### src/rtl/bp_fe_lce_resp_arb.sv
// I-cache LCE response arbiter: merges the miss-request and command response
// streams into one registered ready/valid output. Optional counters: BP_FE_LCE_RESP_ARB_STATS_EN.
module bp_fe_lce_resp_arb
  #(parameter int unsigned resp_width_p   = 128
   ,parameter int unsigned starve_limit_p = 4
   )
  (input  logic                    clk_i
  ,input  logic                    reset_i

  ,input  logic [resp_width_p-1:0] req_resp_i
  ,input  logic                    req_resp_v_i
  ,output logic                    req_resp_yumi_o

  ,input  logic [resp_width_p-1:0] cmd_resp_i
  ,input  logic                    cmd_resp_v_i
  ,output logic                    cmd_resp_yumi_o

  ,output logic [resp_width_p-1:0] lce_resp_o
  ,output logic                    lce_resp_v_o
  ,input  logic                    lce_resp_ready_i
`ifdef BP_FE_LCE_RESP_ARB_STATS_EN
  ,output logic [31:0]             req_grant_cnt_o
  ,output logic [31:0]             cmd_grant_cnt_o
  ,output logic [31:0]             stall_cnt_o
`endif
  );

  localparam int unsigned starve_cnt_width_lp = $clog2(starve_limit_p + 1);
  localparam logic [starve_cnt_width_lp-1:0] starve_max_lp = starve_cnt_width_lp'(starve_limit_p);

  logic                           v_q, v_d;
  logic [resp_width_p-1:0]        data_q, data_d;
  logic [starve_cnt_width_lp-1:0] starve_cnt_q, starve_cnt_d;

  logic slot_free;
  logic grant_req;
  logic grant_cmd;

  // Fixed priority to the request side unless the command side has starved
  always_comb begin
    slot_free = ~v_q | lce_resp_ready_i;
    grant_req = 1'b0;
    grant_cmd = 1'b0;
    if (~reset_i & slot_free) begin
      if (cmd_resp_v_i & (~req_resp_v_i | (starve_cnt_q == starve_max_lp)))
        grant_cmd = 1'b1;
      else if (req_resp_v_i)
        grant_req = 1'b1;
    end
  end

  assign req_resp_yumi_o = grant_req;
  assign cmd_resp_yumi_o = grant_cmd;

  always_comb begin
    v_d          = v_q;
    data_d       = data_q;
    starve_cnt_d = starve_cnt_q;

    // Drain and reload share a cycle, so a free slot always takes the winner
    if (slot_free) begin
      v_d = grant_req | grant_cmd;
      if (grant_cmd)
        data_d = cmd_resp_i;
      else if (grant_req)
        data_d = req_resp_i;
    end

    if (~cmd_resp_v_i)
      starve_cnt_d = '0;
    else if (slot_free) begin
      if (grant_cmd)
        starve_cnt_d = '0;
      else if (starve_cnt_q != starve_max_lp)
        starve_cnt_d = starve_cnt_q + starve_cnt_width_lp'(1);
    end
  end

  always_ff @(posedge clk_i) begin
    if (reset_i) begin
      v_q          <= 1'b0;
      data_q       <= '0;
      starve_cnt_q <= '0;
    end else begin
      v_q          <= v_d;
      data_q       <= data_d;
      starve_cnt_q <= starve_cnt_d;
    end
  end

  assign lce_resp_o   = data_q;
  assign lce_resp_v_o = v_q;

`ifdef BP_FE_LCE_RESP_ARB_STATS_EN
  logic [31:0] req_grant_cnt_q, req_grant_cnt_d;
  logic [31:0] cmd_grant_cnt_q, cmd_grant_cnt_d;
  logic [31:0] stall_cnt_q, stall_cnt_d;

  // Free-running event counters, wrapping at 2^32
  always_comb begin
    req_grant_cnt_d = req_grant_cnt_q + 32'(grant_req);
    cmd_grant_cnt_d = cmd_grant_cnt_q + 32'(grant_cmd);
    stall_cnt_d     = stall_cnt_q + 32'(v_q & ~lce_resp_ready_i);
  end

  always_ff @(posedge clk_i) begin
    if (reset_i) begin
      req_grant_cnt_q <= '0;
      cmd_grant_cnt_q <= '0;
      stall_cnt_q     <= '0;
    end else begin
      req_grant_cnt_q <= req_grant_cnt_d;
      cmd_grant_cnt_q <= cmd_grant_cnt_d;
      stall_cnt_q     <= stall_cnt_d;
    end
  end

  assign req_grant_cnt_o = req_grant_cnt_q;
  assign cmd_grant_cnt_o = cmd_grant_cnt_q;
  assign stall_cnt_o     = stall_cnt_q;
`endif

endmodule

### config.mk
export PLATFORM = sky130hd
export DESIGN_NAME = bp_fe_lce_resp_arb
export DESIGN_NICKNAME = d
export VERILOG_FILES = /design/src/rtl/bp_fe_lce_resp_arb.sv
export SDC_FILE = /design/constraint.sdc
export NUM_CORES = 1
export LEC_CHECK = 0
export ABC_AREA = 1
export CAP_MARGIN = 20
export CORE_AREA = 2 2 152 154
export DETAILED_ROUTE_END_ITERATION = 10
export DIE_AREA = 0 0 154 156
export PLACE_DENSITY = 0.67
export SLEW_MARGIN = 20
export SYNTH_ARGS = -nofsm -noshare
export SYNTH_HDL_FRONTEND = slang
export SYNTH_SLANG_ARGS = --single-unit
### constraint.sdc
create_clock -name clk_i -period 3.1 [get_ports clk_i]
set_input_delay 0.465 -clock clk_i [delete_from_list [all_inputs] [get_ports clk_i]]
set_output_delay 0.465 -clock clk_i [all_outputs]
set_load 0.01 [all_outputs]
==> results_dict.tcl, run 1 <==
set metrics [dict create \
    crit_path_max_incr_delay_ns 0.62 \
    post_route_cells_drive_above_1_share_pct 5.91 \
    synth_cell_types 25 \
    drc 0 \
    grt_pass1_vias 7724 \
    fillers 2161 \
    rows 55 \
    synth_seq_cells 132 \
    grtUsageTotal_pct 21.5 \
    arrival_ns 2.10 \
    status "finished, final reports clean" \
    max-slew-margin-rel_pct 45.7 \
    syn_avg_cell_area_um2 6.74 \
    wl_per_cell_um 16.2 \
    io_pins 392 \
    vias 7929 \
    yosysWarningCount 0 \
    cts_max_level 4 \
    place_area_um2 10900 \
    rsz0062_at_grt "no" \
    dieArea_um2 24000 \
    fin_area_um2 11600 \
    drv_cap 0 \
    drv_slew 0 \
    tritoncts "yes" \
    hp-start "starve_cnt_q[1]" \
    port_buffers 391 \
    max_freq_mhz 389 \
    cts_hold_buf 0 \
    fin_skew_ns 0.0158 \
    cts_num_sinks 132 \
    cp_slowest_cell "clkdlybuf4s50_1" \
    ys_seq_area_share_pct 38.5 \
    tns_ns 0 \
    crit_chain "inv_1 > ha_1 > nand2_1 > a21oi_4 > nor3_1 > clkdlybuf4s50_1" \
    die_h_um 156 \
    grt-ovfl-total 0 \
    crit_buf_inv 2 \
    crit_type "reg2out" \
    hold_violations 0 \
    first_pass_iters 5 \
    synthAdderAreaFrac_pct 0.365 \
    worstSetupStartpoint "starve_cnt_q[0]" \
    fin_crit_sh_pct 82.9 \
    layout_commonest_cell "clkdlybuf4s50_1" \
    diodes 0 \
    power.density_nw_per_um2 472 \
    cts_made_buffers 17 \
    insertion_delay_ns 0.42 \
    netlist_area_um2 6860 \
    clockBufferDepth 2 \
    root_buffer "clkbuf_16" \
    syn_to_final_growth_pct 68.8 \
    required_ns 2.63 \
    grt_pass1_wl_mm 40.8 \
    post_cts_buffers 0 \
    critPathLaunchType "register" \
    crit_family "buffers and inverters" \
    core-area_um2 22400 \
    end_kind "primary output" \
    synth_mux_area_share_pct 0 \
    synth_top_family_by_area "simple AND/OR/NAND/NOR gates" \
    synth_compound_area_share_pct 0.529 \
    netlist_instances 1018 \
    fin_crit_ns 2.57 \
    antenna_found_initial 0 \
    grt_max_degree 129 \
    routed_wl_mm 26.8 \
    hp-class "reg2reg" \
    r2r-start "starve_cnt_q[0]" \
    crit_path_max_fanout 4 \
    drtIter0Drc 576 \
    finalSetupViolations 0 \
    cts.clk_slew.worst_paths_ns 0.06 \
    gp_congestion 0.810 \
    avgViaCountPerCell 4.79 \
    worst_pin_slew_ns 0.815 \
    fp.dieW_um 154 \
    syn_nets 1281 \
    synth_xor_area_share_pct 0.128 \
    dp_hpwl_mm 18.3 \
    synthSimpleGateAreaFrac_pct 45.0 \
    ant_nets 0 \
    p_leak_nw 5.48 \
    mostFrequentLayoutCells "391 x clkdlybuf4s50_1, 361 x nand3_1, 262 x nand2_1, 132 x inv_1, 132 x dfxtp_1" \
    ir_worst_vdd_mv 0.331 \
    initial_utilization_pct 30.7 \
    fin_nets 1622 \
    cts_resized 0 \
]
-- registers in the layout (all words and copies together), names as in the netlist --
signal / cells
lce_resp_o: 128
starve_cnt_q: 3
lce_resp_v_o: 1
-- power breakdown --
part	switching [mW]	internal [mW]	total [mW]
clock network	0.803	1.70	2.50
registers	0.0532	1.80	1.85
logic	0.502	0.607	1.11
-- worst paths after layout --
path / to / slack (ns) / depth (start not counted)
hold reg to reg: starve_cnt_q[1] / 0.48 / 2
setup / recovery: req_resp_yumi_o / 0.53 / 6
setup reg to reg: lce_resp_o[79] / 1.13 / 10
hold / removal: starve_cnt_q[1] / 0.48 / 2
-- worst reg2reg max path, cell delays in order, from the launching register on --
cell	delay, ns
dfxtp_1	0.37
inv_1	0.06
ha_1	0.18
nand2_1	0.16
nand2_1	0.13
nand2_4	0.29
buf_12	0.28
nand3_1	0.22
nand3_1	0.11
nand2_1	0.05
inv_1	0.07
-- through the flow --
step	hold slack (ns)	util (%)	setup WS, ns	cells	total power, mW
4_1_cts	0.491	51.7	0.444	1656	5.53
3_3_place_gp	0.476	48.5	0.502	1625	2.99
2_1_floorplan	0.457	-	1.40	1018	2.35
3_5_place_dp	0.482	48.5	0.532	1625	3.00
6_report	0.483	51.7	0.531	1656	5.46
5_1_grt	0.522	51.7	0.355	1656	5.70
-- per-layer routing --
metal,share of wire (%),vias up,wire length [um],track usage (%)
met5,0,-,0,0
met4,3.4,0,903,9.21
met3,8.7,54,2330,6.58
met2,47,363,12700,37.5
met1,40,3584,10800,24.4
li1,-,3928,-,-
-- cell usage after synthesis --
cell type,instances,area share [%]
buf_2,43,3.1
nand3_2,24,3.5
nor3_1,2,0.15
nor2_4,1,0.16
a21oi_1,2,0.15
nand2_2,1,0.091
o211ai_2,1,0.18
buf_1,1,0.055
nor3b_1,1,0.11
dfxtp_1,132,39
clkbuf_4,1,0.11
buf_6,8,1.3
o21ai_0,1,0.073
ha_1,2,0.36
nor2_1,2,0.11
a21oi_2,1,0.13
inv_2,6,0.33
inv_1,132,7.2
clkbuf_1,6,0.33
buf_12,1,0.29
nand2_1,263,14
nand2_4,1,0.16
buf_4,24,2.6
xor2_1,1,0.13
nand3_1,361,26
-- final cells by class --
class / count / area [um2] / share of cell area (%)
timing repair buffer: 406 / 4150 / 35.9
multi-input combinational: 664 / 3180 / 27.5
sequential: 132 / 2640 / 22.8
inverter: 138 / 523 / 4.52
clock buffer: 19 / 443 / 3.83
tap: 285 / 357 / 3.08
clock inverter: 12 / 275 / 2.38
-- kinds of logic (layout without fill, tap and decap cells) --
| logic type | count (synthesis) | after routing |
|---|---|---|
| xor+xnor | 1 | 1 |
| compound gates | 5 | 5 |
| simple gates | 656 | 656 |
| buf+inv | 222 | 575 |
| fa+ha+maj | 2 | 2 |
| flops | 132 | 132 |
(Power assumes the default switching activity.)
==> inputs of run 2 (changes only) <==
PLACE_DENSITY = 0.69   (was 0.67)
clock period = 2.2 ns   (was 3.1 ns; I/O delays follow)
==> results_dict.tcl, run 2 (synthesis results as in run 1) <==
set metrics [dict create \
    status "finished, final reports clean" \
    drtIter0Drc 472 \
    seqCellArea_um2 2640 \
    hold_violations 0 \
    crit_path_max_incr_delay_ns 0.37 \
    crit_chain "inv_1 > ha_1 > nand2_2 > a21oi_4 > buf_4 > nor3_1 > dlygate4sd2_1" \
    tns_ns 0 \
    met2_usage_pct 36.1 \
    max_freq_mhz 477 \
    power.density_nw_per_um2 619 \
    critPathLaunchType "register" \
    fin_crit_sh_pct 95.3 \
    finalPower_mw 7.28 \
    mostFrequentLayoutCells "389 x clkdlybuf4s50_1, 361 x nand3_1, 261 x nand2_1, 132 x inv_1, 132 x dfxtp_1" \
    use_met1_pct 24.1 \
    rsz0062_at_grt "no" \
    grt_pass1_vias 7696 \
    largest_register_ffs 128 \
    cts.clk_slew.worst_paths_ns 0.06 \
    dieArea_um2 24000 \
    crit_family "buffers and inverters" \
    cts_num_sinks 132 \
    ant_nets 0 \
    crit_buf_inv 3 \
    fp.dieW_um 154 \
    worst_pin_slew_ns 0.797 \
    crit_type "reg2out" \
    place_area_um2 11100 \
    root_buffer "clkbuf_16" \
    tritoncts "yes" \
    fin_skew_ns 0.0144 \
    initial_utilization_pct 30.7 \
    place_ws_ns 0.106 \
    syn_to_final_growth_pct 71.6 \
    crit_path_max_fanout 4 \
    grt-ovfl-total 0 \
    multi_input_area_um2 3180 \
    dp_hpwl_mm 18.3 \
    fin_crit_ns 2.10 \
    clockBufferDepth 2 \
    vias 7987 \
    worst_slack_ns 0.104 \
    antenna_found_initial 0 \
    io_pins 392 \
    fin_nets 1647 \
    ir_worst_vdd_mv 0.436 \
    grt_max_degree 129 \
    diodes 0 \
    end_kind "primary output" \
    cts_made_buffers 17 \
    finalNonFillerCells 1681 \
    met3_usage_pct 7.08 \
    wl_per_cell_um 15.5 \
    grt-busiest-layer "met2" \
    cts_max_level 4 \
    rows 55 \
    cp_slowest_cell "dfxtp_1" \
    arrival_ns 1.77 \
    layout_commonest_cell "clkdlybuf4s50_1" \
    insertion_delay_ns 0.41 \
    p_leak_nw 5.60 \
    fillers 2173 \
    fin_area_um2 11800 \
    grtUsageTotal_pct 20.8 \
    drv_slew 0 \
    drc 0 \
    core-area_um2 22400 \
    finalSetupViolations 0 \
    gp_congestion 0.820 \
    hp-class "reg2reg" \
    grt_pass1_wl_mm 40.1 \
    placed_cells 1649 \
    drv_cap 0 \
    first_pass_iters 5 \
    max-slew-margin-rel_pct 46.9 \
    post_route_cells_drive_above_1_share_pct 7.66 \
    die_h_um 156 \
    required_ns 1.87 \
    avgViaCountPerCell 4.75 \
    routed_wl_mm 26.1 \
    port_buffers 391 \
]
## run 2: cell type report
| class | instances | share of cell area (%) |
|---|---|---|
| Inverter | 138 | 4.44 |
| Timing Repair Buffer | 431 | 37.7 |
| Clock inverter | 12 | 1.53 |
| Clock buffer | 19 | 3.76 |
| Tap cell | 285 | 3.03 |
| Sequential cell | 132 | 22.5 |
| Multi-Input combinational cell | 664 | 27.1 |
## run 2: final timing paths
path	start	endpoint	cells after the start	slack, ns
worst max register to register	starve_cnt_q[0]	lce_resp_o[108]	11	0.42
worst min-delay path	starve_cnt_q[1]	starve_cnt_q[1]	2	0.49
worst max-delay path	starve_cnt_q[0]	req_resp_yumi_o	7	0.10
worst min register to register	starve_cnt_q[1]	starve_cnt_q[1]	2	0.49
## run 2: stage by stage
step / utilization, % / hold slack, ns
floorplan: - / 0.399
global placement: 49.8 / 0.474
detailed placement: 49.8 / 0.489
CTS: 52.6 / 0.498
global route: 52.6 / 0.523
finish: 52.6 / 0.493
## run 2: repair_timing
action,in CTS,in global routing
hold buffers,0,0
setup endpoints to repair,2,0
resized for setup,3,0
setup buffers,1,0
## run 2: report_power, final
group | internal [mW] | switching (mW)
Clock | 1.93 | 1.14
Combinational | 0.905 | 0.705
Sequential | 2.53 | 0.0767
Total | 5.36 | 1.92
## run 2: per-layer routing
layer,routed length [um],share of wire (%)
met1,10400,40
met2,12600,48
met3,2520,9.7
met4,552,2.1
met5,0,0
## run 2: worst reg2reg max path: stages (launching register included)
cell	delay, ns
dfxtp_1	0.33
inv_1	0.07
ha_1	0.15
nand2_2	0.09
a21oi_4	0.16
buf_4	0.14
buf_4	0.16
buf_12	0.23
nand3_1	0.17
nand3_1	0.11
nand2_1	0.05
inv_1	0.06
